<file path="src/rtl/memory_master.sv">
`default_nettype none
// ============================================================================
// memory_master: request/response bridge that issues single-word memory
// accesses and read bursts. Optional MEM_MASTER_RANGE_CHECK_EN adds a window check.
// Revision: 1.0
// ============================================================================
module memory_master #(
  parameter int                    MEMORY_DEPTH = 64,
  parameter int                    DATA_WIDTH   = 32,
  parameter logic [DATA_WIDTH-1:0] BASE_ADDRESS = 32'h1001_0000
) (
  input  logic                  clk,
  input  logic                  reset,
  input  logic                  Req_Valid_i,
  output logic                  Req_Ready_o,
  input  logic                  Req_Write_i,
  input  logic [DATA_WIDTH-1:0] Req_Address_i,
  input  logic [DATA_WIDTH-1:0] Req_Data_i,
  input  logic [3:0]            Req_Burst_Len_i,
  output logic [DATA_WIDTH-1:0] Mem_Address_o,
  output logic                  Mem_Write_Enable_o,
  output logic [DATA_WIDTH-1:0] Mem_Write_Data_o,
  input  logic [DATA_WIDTH-1:0] Mem_Read_Data_i,
  output logic                  Resp_Valid_o,
  input  logic                  Resp_Ready_i,
  output logic [DATA_WIDTH-1:0] Resp_Data_o,
  output logic                  Resp_Last_o,
  output logic                  Resp_Error_o,
  output logic                  Busy_o
);

  localparam logic [1:0] c_idle   = 2'd0;
  localparam logic [1:0] c_access = 2'd1;
  localparam logic [1:0] c_resp   = 2'd2;

`ifdef MEM_MASTER_RANGE_CHECK_EN
  localparam bit c_range_check = 1'b1;
`else
  localparam bit c_range_check = 1'b0;
`endif

  // One bit wider than the address so the window end cannot wrap.
  localparam logic [DATA_WIDTH:0] c_window_end =
    {1'b0, BASE_ADDRESS} + {1'b0, DATA_WIDTH'(4 * MEMORY_DEPTH)};

  logic [1:0]            state_q, state_d;
  logic [DATA_WIDTH-1:0] addr_q, addr_d;
  logic [DATA_WIDTH-1:0] data_q, data_d;
  logic [DATA_WIDTH-1:0] mem_addr_q, mem_addr_d;
  logic [DATA_WIDTH-1:0] resp_data_q, resp_data_d;
  logic                  write_q, write_d;
  logic                  last_q, last_d;
  logic                  err_q, err_d;
  logic [4:0]            beats_q, beats_d;
  logic                  w_bad_addr;

  assign w_bad_addr = c_range_check &&
                      (({1'b0, addr_q} < {1'b0, BASE_ADDRESS}) ||
                       ({1'b0, addr_q} >= c_window_end) ||
                       (addr_q[1:0] != 2'b00));

  always_ff @(posedge clk) begin
    if (reset) state_q <= c_idle;
    else       state_q <= state_d;
  end

  always_comb begin
    state_d = state_q;
    case (state_q)
      c_idle:   if (Req_Valid_i) state_d = c_access;
      c_access: state_d = c_resp;
      c_resp:   if (Resp_Ready_i) state_d = last_q ? c_idle : c_access;
      default:  state_d = c_idle;
    endcase
  end

  always_comb begin
    Req_Ready_o        = (state_q == c_idle);
    Busy_o             = (state_q != c_idle);
    Resp_Valid_o       = (state_q == c_resp);
    Mem_Write_Enable_o = (state_q == c_access) && write_q && !w_bad_addr && !reset;
    Mem_Address_o      = (state_q == c_access) ? addr_q : mem_addr_q;
    Mem_Write_Data_o   = data_q;
    Resp_Data_o        = resp_data_q;
    Resp_Last_o        = last_q;
    Resp_Error_o       = err_q;
  end

  always_comb begin
    addr_d      = addr_q;
    data_d      = data_q;
    write_d     = write_q;
    beats_d     = beats_q;
    mem_addr_d  = mem_addr_q;
    resp_data_d = resp_data_q;
    last_d      = last_q;
    err_d       = err_q;
    case (state_q)
      c_idle: begin
        if (Req_Valid_i) begin
          addr_d  = Req_Address_i;
          data_d  = Req_Data_i;
          write_d = Req_Write_i;
          beats_d = Req_Write_i ? 5'd1 : ({1'b0, Req_Burst_Len_i} + 5'd1);
        end
      end
      c_access: begin
        mem_addr_d  = addr_q;
        resp_data_d = (write_q || w_bad_addr) ? '0 : Mem_Read_Data_i;
        // A rejected address terminates the burst on this beat.
        last_d      = (beats_q == 5'd1) || w_bad_addr;
        err_d       = w_bad_addr;
      end
      c_resp: begin
        if (Resp_Ready_i && !last_q) begin
          addr_d  = addr_q + DATA_WIDTH'(4);
          beats_d = beats_q - 5'd1;
        end
      end
      default: ;
    endcase
  end

  always_ff @(posedge clk) begin
    if (reset) begin
      addr_q      <= '0;
      data_q      <= '0;
      write_q     <= 1'b0;
      beats_q     <= '0;
      mem_addr_q  <= '0;
      resp_data_q <= '0;
      last_q      <= 1'b0;
      err_q       <= 1'b0;
    end else begin
      addr_q      <= addr_d;
      data_q      <= data_d;
      write_q     <= write_d;
      beats_q     <= beats_d;
      mem_addr_q  <= mem_addr_d;
      resp_data_q <= resp_data_d;
      last_q      <= last_d;
      err_q       <= err_d;
    end
  end

endmodule
`default_nettype wire

</file>
<file path="config.mk">
export PLATFORM = sky130hd
export DESIGN_NAME = memory_master
export DESIGN_NICKNAME = d
export VERILOG_FILES = /design/src/rtl/memory_master.sv
export SDC_FILE = /design/constraint.sdc
export NUM_CORES = 1
export LEC_CHECK = 0
export BUFFER_PORTS_ARGS = -buffer_cell sky130_fd_sc_hd__buf_4
export CORE_ASPECT_RATIO = 2
export CORE_MARGIN = 2
export CORE_UTILIZATION = 30
export CTS_BUF_LIST = sky130_fd_sc_hd__clkbuf_4
export DETAILED_ROUTE_END_ITERATION = 16
export PLACE_DENSITY_LB_ADDON = 0.2
export SLEW_MARGIN = 5
export SYNTH_ARGS = -nofsm -noshare
export SYNTH_HDL_FRONTEND = slang
export SYNTH_SLANG_ARGS = --single-unit
</file>
<file path="constraint.sdc">
create_clock -name clk -period 2.6 [get_ports clk]
set_input_delay 0.26 -clock clk [delete_from_list [all_inputs] [get_ports clk]]
set_output_delay 0.26 -clock clk [all_outputs]
set_load 0.01 [all_outputs]
</file>
# ---- After elaboration in Yosys (flattened, before gate mapping)
# Cells that the tools add are included.
dict set report op_classes {
  n_div 0
  n_lt_le_gt_ge 0
  shifts 0
  n_reduce_logical 11
  eq_ne 6
  n_mux 13
  n_mul 0
  bitwise_logic 0
  addsub 3
}
# operator n
set ops {}
lappend ops {{$mux W32} 4}
lappend ops {{$pmux W32 S2} 1}
lappend ops {{$add A32 B3 Y32 const B} 1}
lappend ops {{$mux W5} 3}
lappend ops {{$pmux W5 S2} 1}
lappend ops {{$pmux W2 S3} 1}
lappend ops {{$add A4 B1 Y5 const B} 1}
lappend ops {{$eq A5 B1 Y1 const B} 1}
lappend ops {{$sub A5 B1 Y5 const B} 1}
lappend ops {{$mux W2} 2}
lappend ops {{$ne A2 B1 Y1 const B} 2}
lappend ops {{$reduce_and A2 Y1} 2}
lappend ops {{$reduce_bool A2 Y1} 2}
lappend ops {{$logic_and A1 B1 Y1} 3}
lappend ops {{$reduce_and A3 Y1} 1}
lappend ops {{$eq A2 B1 Y1 const B} 1}
lappend ops {{$eq A2 B2 Y1 const B} 1}
lappend ops {{$logic_not A1 Y1} 2}
lappend ops {{$logic_not A2 Y1} 1}
lappend ops {{$ne A2 B2 Y1 const B} 1}
lappend ops {{$mux W1} 1}
dict set report word_totals {
  rom_bits 0
  mem_bits_rw 0
  latch_bits 0
  register_bits 137
  in_bits 105
  n_memories 0
  out_inout_bits 102
  wordCells 41
}

# ---- Longest topological paths before layout
dict set report logic_depth {
  depth_word 4
  depth_mapped 8
  mapped_depth_nobuf 6
}

# ---- Worst setup path after synthesis
# Ideal clock, no wire load.
dict set report synth_path {
  path_kind {register to register}
  startpoint {reg addr_q[2]}
  endpoint {reg addr_q[22]}
  path_stages_with_launch 7
  synth_period_minus_slack_ns 2.046
  t_arrival_ns 1.976
  required_ns 2.530
  n_path_buf 0
  setup_time_ns 0.070
  slack_ns 0.554
  path_cell_list {dfxtp_1 -> ha_1 -> nand4_1 -> or4_1 -> nor4_1 -> mux2_2 -> a21oi_1}
}
dict set report synth_between {
  elab_chain_cells 3
}
# item line
set synth_lines {}
lappend synth_lines {{from (decl)} 47} ;# logic [DATA_WIDTH-1:0] addr_q, addr_d;
lappend synth_lines {{from (signal assigned)} 135} ;# addr_q <= addr_d;
lappend synth_lines {{$add A32 B3 Y32} 116} ;# addr_d = addr_q + DATA_WIDTH'(4);
lappend synth_lines {{$mux W32} 115} ;# if (Resp_Ready_i && !last_q) begin
lappend synth_lines {{$pmux W32 S2} 98} ;# case (state_q)
# No other way between the ends. The select of a mux whose other input is x is not followed.
# A chain may end at the register's enable or synchronous reset.

# ---- Final worst setup path
dict set report layout_path {
  startpoint {reg state_q[1]}
  endpoint {out Mem_Address_o[3]}
}
dict set report layout_between {
  elab_chain_cells 2
}
# item line
set layout_lines {}
lappend layout_lines {{from (decl)} 46} ;# logic [1:0] state_q, state_d;
lappend layout_lines {{from (signal assigned)} 63} ;# if (reset) state_q <= c_idle;
lappend layout_lines {{from (signal assigned)} 64} ;# else state_q <= state_d;
lappend layout_lines {{$eq A2 B1 Y1} 82} ;# Mem_Address_o = (state_q == c_access) ? addr_q : mem_addr_q;
lappend layout_lines {{$mux W32} 82}
lappend layout_lines {{to (decl)} 20} ;# output logic [DATA_WIDTH-1:0] Mem_Address_o,
# No other way between the ends.

==> metrics.csv <==
metric;value;unit
multiInputGateArea;0.003094;sq mm
dieArea;0.02149;sq mm
area_growth;42.58;%
dpl.cell_count;1154;
root_buffer;clkbuf_4;
end_kind;output port;
ant_nets;0;
drc_errors;0;
die_x;104.7;um
max_freq;409.9;MHz
track_usage;18.44;%
clk_latency;0.58;ns
status;finished, final reports clean;
grt_overflow;0;
fin_skew;0.02864;ns
antenna_found_initial;1;
ys_warn_count;0;
grt_pass1_vias;5915;
drv_slew;0;
dpl.hpwl;13730;um
ys.flop_type;dfxtp_1;
drtPass1Iterations;4;
fin_setup_tns;0;ns
power.leakage;3.711;nW
ir_drop;0.2900;mV
wl_per_cell;16.18;um
cp_slowest_stage_delay;0.58;ns
worstHoldStart;Req_Address_i[14];
seq_area_frac_synth;45.11;%
power;4.828;mW
drt_iter0_markers;245;
maxSlewHeadroom;39.42;%
vias;5989;
crit_buf_inv;1;
critPathRequiredTime;2.34;ns
hold_class;in2reg;
initial_core_util;30.53;%
numCtsBuffers;17;
powerDensity;557.0;mW/mm^2
pin_count;207;
yosys.area.top_type;dfxtp_1;
ys_types;60;
holdPathEnd;addr_q[14];
reg2reg_from;addr_q[2];
synth_fp_nets;838;
die_h;205.3;um
crit_type;reg2out;
netlist.area_leader.share;45.11;%
hold_depth;4;
drive_gt1_share;30.66;%
cp-start-kind;flip-flop;
r2r_end;addr_q[22];
clk_pin_slew;0.12;ns
path_delay_family;simple AND/OR/NAND/NOR gates;
num_rows;73;
drv_cap;0;
cts_sinks;137;
finalSetupViolCount;0;
worst_path_max_delay_cell;nand2b_4;
synthCells;729;
port_buffers;205;
synth_edf_count;0;
num-nets-final;1068;
register_area;0.002743;sq mm
cp.arrival;2.18;ns
placed_area;0.007870;sq mm
fillers;2089;
routed_wl;19980;um
htreeDepth;4;
worstMarginPinSlew;0.9078;ns
final_cells;1235;
post-route-period-util;93.83;%
core;0.01991;sq mm
gp_congestion;0.7655;
synth_seq_cells;137;
grt_pass1_wl;31040;um
post-route-min-period;2.440;ns
grt_max_degree;66;
synth_area_per_cell;8.340;sq um
vias_per_cell;4.849;
rsz0062_at_grt;false;
worstPathMaxFanout;49;
crit_path_cell_trace;nand2b_4 > mux2_2 > buf_4;
clockBufferDepth;2;
r2r_cells;6;
fin_area;0.008668;sq mm
finalHoldViolCount;0;
r2r_setup_slack;0.34;ns
postSynth.asyncResetShare;0;%
synthTopCellsByArea;dfxtp_1 45%, a21oi_1 7.4%, nand2_1 6.5%;
cts_tree;done;
syn_area;0.006080;sq mm
## metrics by stage
step	hold WS, ns	worst slack, ns	utilization (%)
5_1_grt	0.02701	0.01108	43.53
3_5_place_dp	0.4469	0.3412	39.52
3_3_place_gp	0.4422	0.3831	39.52
2_1_floorplan	0.3960	0.5535	-
6_report	0.03298	0.1603	43.53
4_1_cts	0.005232	0.06485	43.52
## what timing repair did
action,in CTS,in global routing
setup buffers,0,0
gates resized for setup,0,0
hold buffers,48,0
endpoints found under the hold margin,48,0
## worst max-delay path by stage
stage	startpoint	endpoint	depth (start not counted)
floorplan	addr_q[2]	addr_q[22]	6
global placement	addr_q[2]	addr_q[22]	6
detailed placement	addr_q[2]	addr_q[22]	6
global route	state_q[1]	Mem_Address_o[3]	3
finish	state_q[1]	Mem_Address_o[3]	3
CTS	state_q[1]	Mem_Address_o[3]	3
## where the power goes
part	internal [mW]	switching [mW]	total (mW)
logic	0.456	0.462	0.918
registers	2.23	0.105	2.33
clock network	0.762	0.817	1.58
## state kept, by name, indices dropped and copies added (netlist names)
| register | count |
|---|---|
| Mem_Write_Data_o | 32 |
| Resp_Data_o | 32 |
| addr_q | 32 |
| mem_addr_q | 32 |
| beats_q | 5 |
| state_q | 2 |
| Resp_Last_o | 1 |
| write_q | 1 |
## routing by layer
layer  share of wire (%)  global-route usage [%]  vias up  wire [um]
li1                    -                       -     2998          -
met1                  36                   18.35     2801       7206
met2                  57                   36.34      156      11440
met3                 3.8                   3.358       34        751
met4                 2.9                   8.524        0        587
met5                   0                       0        -          0
## tightest hold or removal path, delay by kind of cell
kind / cells / cell delay [ns]
buf+inv: 1 / 0.08
simple gates: 1 / 0.06
compound gates: 2 / 0.18
## synthesized netlist by cell type, types with 2 or more instances
| library cell | number |
|---|---|
| nand2b_1 | 4 |
| a211oi_1 | 3 |
| o21a_1 | 3 |
| or2_2 | 2 |
| dfxtp_1 | 137 |
| inv_1 | 7 |
| a311oi_1 | 2 |
| nand3_1 | 23 |
| a22oi_1 | 4 |
| a31oi_1 | 11 |
| nand2_1 | 105 |
| nand3b_1 | 2 |
| clkbuf_1 | 52 |
| nand4b_1 | 2 |
| nand4_1 | 11 |
| nor4_1 | 3 |
| nor3b_1 | 33 |
| o41ai_1 | 2 |
| nor3_1 | 10 |
| o31ai_1 | 2 |
| a32o_1 | 4 |
| and2_1 | 42 |
| o2bb2ai_1 | 2 |
| a21o_1 | 4 |
| mux2i_1 | 4 |
| o211ai_1 | 2 |
| buf_1 | 5 |
| or3_1 | 2 |
| ha_1 | 4 |
| o21ai_0 | 21 |
| and3_1 | 5 |
| mux2_2 | 32 |
| and4_1 | 3 |
| or4_1 | 3 |
| nor2_1 | 64 |
| a21oi_1 | 90 |
## cell type report
cell class,instances,share of cell area [%]
diodes,1,0.02887
clock buffers,18,1.559
clock inverters,14,2.079
inverters,7,0.3031
multi-input cells,526,35.70
flip-flops and latches,137,31.64
well taps,262,3.782
repair buffers,270,24.91
## logic make-up after synthesis
family                     share of synthesized area (%)
AOI/OAI and AO/OA                                  15.17
xor gates and xnor gates                          0.2882
adders and majority gates                         0.8232
buffers and inverters                              4.157
DFF                                                45.11
muxes                                              6.586
other                                            0.06168
and+or+nand+nor                                    27.80
## cells in the final DEF (no fill, tap or decap), types with 3 or more instances in the layout
| cell type | n |
|---|---|
| nand2_1 | 105 |
| o21a_1 | 3 |
| nand3_1 | 23 |
| dfxtp_1 | 137 |
| clkbuf_4 | 18 |
| ha_1 | 4 |
| and3_1 | 5 |
| and4_1 | 3 |
| a21oi_1 | 90 |
| bufinv_16 | 4 |
| buf_4 | 221 |
| inv_1 | 7 |
| a21o_1 | 4 |
| a211oi_1 | 3 |
| a31oi_1 | 11 |
| clkinv_2 | 4 |
| nor4_1 | 3 |
| a22oi_1 | 4 |
| nand4_1 | 11 |
| or4_1 | 3 |
| nor2_1 | 64 |
| nor3b_1 | 33 |
| nor3_1 | 10 |
| a32o_1 | 4 |
| dlygate4sd3_1 | 48 |
| mux2i_1 | 4 |
| o21ai_0 | 21 |
| and2_1 | 42 |
| mux2_2 | 32 |
Power figures use the tool's default switching activity.
